[config.mk]
export PLATFORM = sky130hd
export DESIGN_NAME = writeback_queue
export DESIGN_NICKNAME = d
export VERILOG_FILES = /design/src/rtl/writeback_queue.sv
export SDC_FILE = /design/constraint.sdc
export NUM_CORES = 1
export LEC_CHECK = 0
export ABC_AREA = 0
export CAP_MARGIN = 5
export CORE_UTILIZATION = 48
export CTS_CLUSTER_SIZE = 30
export DETAILED_ROUTE_END_ITERATION = 10
export GPL_TIMING_DRIVEN = 0
export PLACE_DENSITY = 0.91
export SETUP_SLACK_MARGIN = 0.05
export SLEW_MARGIN = 15
export SYNTH_ARGS = -nofsm -noshare
export SYNTH_HDL_FRONTEND = slang
export SYNTH_SLANG_ARGS = --single-unit
[constraint.sdc]
create_clock -name clk -period 2.5 [get_ports clk]
set_input_delay 0.25 -clock clk [delete_from_list [all_inputs] [get_ports clk]]
set_output_delay 0.25 -clock clk [all_outputs]
set_load 0.02 [all_outputs]
[src/rtl/writeback_queue.sv]
`default_nettype none
// ============================================================================
// Module   : writeback_queue
// Brief    : Circular FIFO merging load and ALU results onto one register-file
//            write port; optional store-to-read forwarding via WB_FORWARD_EN.
// Revision : 1.0
// ============================================================================
module writeback_queue #(
    parameter int DEPTH = 4
) (
    input  logic                     clk,
    input  logic                     rst,
    input  logic                     mem_valid,
    input  logic [3:0]               mem_rd,
    input  logic [31:0]              mem_wd,
    output logic                     mem_ready,
    input  logic                     alu_valid,
    input  logic [3:0]               alu_rd,
    input  logic [31:0]              alu_wd,
    output logic                     alu_ready,
    input  logic                     stall,
    output logic [3:0]               RD,
    output logic [31:0]              WD,
    output logic                     wr_enable,
    output logic [$clog2(DEPTH):0]   count,
    output logic                     full,
    output logic                     empty,
    input  logic [3:0]               RS1,
    input  logic [3:0]               RS2,
    input  logic [3:0]               RS3,
    output logic                     fwd_hit1,
    output logic                     fwd_hit2,
    output logic                     fwd_hit3,
    output logic [31:0]              fwd_data1,
    output logic [31:0]              fwd_data2,
    output logic [31:0]              fwd_data3
);

    localparam int              c_AW        = $clog2(DEPTH);
    localparam logic [c_AW:0]   c_DEPTH_CNT = (c_AW + 1)'(DEPTH);

    logic [3:0]      r_rd_mem [DEPTH];
    logic [31:0]     r_wd_mem [DEPTH];
    logic [c_AW-1:0] r_head;
    logic [c_AW-1:0] r_tail;
    logic [c_AW:0]   r_count;
    logic            r_wr_enable;
    logic [3:0]      r_rd;
    logic [31:0]     r_wd;

    logic            w_full;
    logic            w_empty;
    logic            w_mem_acc;
    logic            w_alu_acc;
    logic            w_push;
    logic            w_pop;
    logic [3:0]      w_push_rd;
    logic [31:0]     w_push_wd;

    // Ready comes from the registered occupancy, so a pop on a full queue
    // only opens a slot on the following cycle.
    assign w_full    = (r_count == c_DEPTH_CNT);
    assign w_empty   = (r_count == '0);
    assign mem_ready = !rst && !w_full;
    assign alu_ready = !rst && !w_full && !mem_valid;

    assign w_mem_acc = mem_valid && mem_ready;
    assign w_alu_acc = alu_valid && alu_ready;
    assign w_push    = w_mem_acc || w_alu_acc;
    assign w_pop     = !w_empty && !stall;
    assign w_push_rd = w_mem_acc ? mem_rd : alu_rd;
    assign w_push_wd = w_mem_acc ? mem_wd : alu_wd;

    always_ff @(posedge clk) begin
        if (rst) begin
            r_head      <= '0;
            r_tail      <= '0;
            r_count     <= '0;
            r_wr_enable <= 1'b0;
            r_rd        <= '0;
            r_wd        <= '0;
        end else begin
            r_wr_enable <= w_pop;
            if (w_push) begin
                r_rd_mem[r_tail] <= w_push_rd;
                r_wd_mem[r_tail] <= w_push_wd;
                r_tail           <= r_tail + c_AW'(1);
            end
            if (w_pop) begin
                r_rd   <= r_rd_mem[r_head];
                r_wd   <= r_wd_mem[r_head];
                r_head <= r_head + c_AW'(1);
            end
            case ({w_push, w_pop})
                2'b10:   r_count <= r_count + (c_AW + 1)'(1);
                2'b01:   r_count <= r_count - (c_AW + 1)'(1);
                default: r_count <= r_count;
            endcase
        end
    end

    assign RD        = r_rd;
    assign WD        = r_wd;
    assign wr_enable = r_wr_enable;
    assign count     = r_count;
    assign full      = w_full;
    assign empty     = w_empty;

`ifdef WB_FORWARD_EN
    // Scan oldest to youngest so the youngest matching entry wins; the write
    // port register is the fallback when nothing in the queue matches.
    function automatic logic [32:0] f_lookup(input logic [3:0] rs);
        logic [32:0]     res;
        logic [c_AW-1:0] idx;
        res = '0;
        if (r_wr_enable && (r_rd == rs)) res = {1'b1, r_wd};
        for (int k = 0; k < DEPTH; k++) begin
            idx = r_head + c_AW'(k);
            if ((k < int'(r_count)) && (r_rd_mem[idx] == rs)) res = {1'b1, r_wd_mem[idx]};
        end
        return res;
    endfunction

    assign {fwd_hit1, fwd_data1} = f_lookup(RS1);
    assign {fwd_hit2, fwd_data2} = f_lookup(RS2);
    assign {fwd_hit3, fwd_data3} = f_lookup(RS3);
`else
    logic w_unused_rs;
    assign w_unused_rs = ^{RS1, RS2, RS3};
    assign fwd_hit1    = 1'b0;
    assign fwd_hit2    = 1'b0;
    assign fwd_hit3    = 1'b0;
    assign fwd_data1   = '0;
    assign fwd_data2   = '0;
    assign fwd_data3   = '0;
`endif

endmodule
`default_nettype wire
==> impl_metrics.csv <==
group,metric,value,unit
global_route,antenna_found_initial,1,
sta,max-slew-margin-rel,50.7,%
synth,synth.avg_cell_area,17.5,um2
synth,postSynthCellCount,463,
clock_network,root_buffer,"clkbuf_16",
sta,drv_slew,0,
routing,final_antenna_net_count,0,
clock_network,post_cts_buffers,0,
floorplanning,coreArea,16500,um2
synth,synth_top_area_cell,"edfxtp_1",
sta,finalSetupViolCount,0,
layout,area_delta_synth_final,31.1,%
layout,drive_gt1_share,32.6,%
clock_network,clk_pin_slew_worst_paths,0.07,ns
layout,layout_commonest_cell,"edfxtp_1",
routing,vias,4349,
floorplanning,io_pins,232,
routing,drc_errors,0,
hold_path,min_path_type,"reg -> reg",
power_and_ir_drop,ir_worst_vdd,0.000587,V
global_route,grt_overflow,0,
status,outcome,"complete, no violations",
critical_path,cp-end-kind,"flop",
power_and_ir_drop,p_sw_share,28.9,%
power_and_ir_drop,power_density,906,nW/um2
sta,fin_crit_sh,91.7,%
clock_network,cts_tree,"done",
floorplanning,start_util,49.0,%
global_route,grt_usage,18.3,%
critical_path,critical_path_class,"reg -> reg",
sta,period_minus_slack,2.29,ns
critical_path,cp-start-kind,"flop",
critical_path,rrSetupSlack,0.21,ns
power_and_ir_drop,internal-power,0.00683,W
clock_network,cts_sinks,188,
global_route,grt_max_degree,25,
critical_path,crit_required,2.86,ns
floorplanning,die_area,17400,um2
synth,yosysSeqAreaShare,64.3,%
power_and_ir_drop,power_switching,0.00277,W
routing,drt_pre_antenna_iters,4,
clock_network,holdBufCountCts,0,
power_and_ir_drop,seqPwrFrac,43.6,%
floorplanning,die_h,132,um
floorplanning,rows,47,
routing,wl_per_cell,16.3,um
routing,first_iter_violations,186,
synth,synth_cell_type_count,32,
sta,rsz0062_at_grt,"false",
sta,fin_worst_skew,0.00716,ns
synth,yosys_warnings,0,
synth,syn-cell-area,8090,um2
place,dp.final_hpwl,10200,um
place,portBuffers,120,
global_route,grt_pass1_vias,4241,
sta,whs,0.478,ns
clock_network,cts_resized,0,
clock_network,cts_made_buffers,17,
routing,wirelength,15300,um
synth,synthTopCellsByArea,"edfxtp_1 (53%), dfxtp_1 (11%), mux4_2 (10%)",
clock_network,htreeDepth,4,
synth,synth_top_area_share,53.4,%
power_and_ir_drop,combPwrFrac,29.5,%
synth,ys_ff_latch,188,
layout,finalCoreUtilization,64.2,%
floorplanning,die_x,132,um
sta,max_freq,436,MHz
critical_path,cp_max_fo,7,
place,gp_congestion,0.741,
global_route,grt_pass1_wl,23600,um
clock_network,clock_path_buffers,2,
clock_network,insertion_delay,0.42,ns
critical_path,arrival,2.65,ns
power_and_ir_drop,clockPowerShare,26.9,%
sta,hold_violations,0,
routing,viasPerCell,4.64,
layout,nets,799,
flow_run,drv_cap,0,
layout,layout_common_cells,"edfxtp_1 (144), clkdlybuf4s50_1 (120), buf_4 (100), conb_1 (99), dfxtp_1 (44)",
sta,worst_pin_slew,0.739,ns
power_and_ir_drop,power.leakage,4.09,nW
[state kept, by name, indices dropped and copies added (netlist names)]
name	count
r_wd_mem	128
WD	32
r_rd_mem	16
RD	4
count	3
r_head	2
r_tail	2
wr_enable	1
[cell usage after synthesis]
library cell / instances
and2_1: 4
nor3_4: 1
ha_1: 5
inv_2: 1
buf_6: 7
nor3_1: 1
a311oi_1: 1
conb_1: 1
buf_2: 7
or3_4: 1
nor3_2: 1
o21ai_0: 2
fa_1: 1
a22o_1: 36
mux2_2: 7
xor2_1: 2
a21oi_4: 1
nor2_1: 8
mux2_4: 30
mux2i_1: 1
nor3b_4: 1
nor3b_2: 1
a21oi_1: 3
nand2b_1: 1
edfxtp_1: 144
clkbuf_1: 4
a31o_2: 1
mux4_2: 36
dfxtp_1: 44
or3_1: 2
buf_4: 100
inv_1: 8
[routing by layer]
metal / GRT usage [%] / up-vias / share of wire, % / wire length [um]
li1: - / 2057 / - / -
met1: 21.5 / 2079 / 40 / 6150
met2: 32.0 / 193 / 51 / 7810
met3: 4.88 / 20 / 6.6 / 1010
met4: 7.56 / 0 / 1.9 / 289
met5: 0 / - / 0 / 0
[through the flow]
stage | std cells | power, W | area [um2] | setup slack, ns | setup TNS [ns]
after floorplan | 561 | 0.00606 | 8460 | 0.161 | 0
after global placement | 901 | 0.00699 | 9940 | -0.857 | -121.04
after detailed placement | 905 | 0.00710 | 10000 | -0.0559 | -1.10
after CTS | 937 | 0.00968 | 10600 | 0.195 | 0
after global routing | 937 | 0.0100 | 10600 | 0.0569 | 0
final | 938 | 0.00961 | 10600 | 0.208 | 0
[power groups by stage]
stage	Clock, W	Combinational (W)	Sequential, W
finish	0.00258	0.00284	0.00419
global route	0.00273	0.00304	0.00424
CTS	0.00261	0.00288	0.00419
detailed placement	0	0.00286	0.00424
global placement	0	0.00274	0.00425
floorplan	0	0.00163	0.00444
[cell type report]
cell class                 instances  area [um2]
tap                              220         275
inverter                           9        33.8
clock buffer                      17         425
clock inverter                    15         149
timing repair buffer             124        1290
antenna                            1        2.50
fill                            1129        5920
buffer                           118         880
multi-input combinational        246        2350
sequential                       188        5200
[cell families (layout without fill, tap and decap cells)]
group                    after synthesis  count (layout)  synth area share [%]
flip-flops                           188             188                  64.3
buffers and inverters                127             283                  11.3
multiplexers                          74              74                  16.7
AO/OA/AOI/OAI                         44              44                  4.62
AND/OR/NAND/NOR                       21              21                  1.82
adder cells (fa/ha/maj)                6               6                  1.02
XOR/XNOR                               2               2                 0.216
other                                  1             100                0.0463
[worst paths after layout]
path	startpoint	to	depth (start not counted)
max	count[2]$_SDFFE_PP0P_	count[2]$_SDFFE_PP0P_	9
max reg2reg	count[2]$_SDFFE_PP0P_	count[2]$_SDFFE_PP0P_	9
min	WD[10]$_SDFFE_PP0P_	WD[10]$_SDFFE_PP0P_	1
min reg2reg	WD[10]$_SDFFE_PP0P_	WD[10]$_SDFFE_PP0P_	1
[critical path, stage by stage, from the launching register on]
cell,delay (ns)
dfxtp_1,0.41
nor3b_4,0.33
nor3_2,0.15
inv_1,0.09
ha_1,0.18
inv_1,0.07
fa_1,0.38
xor2_1,0.17
or3_1,0.32
a21oi_1,0.14
Note: power is estimated with default switching activity, not from simulation.
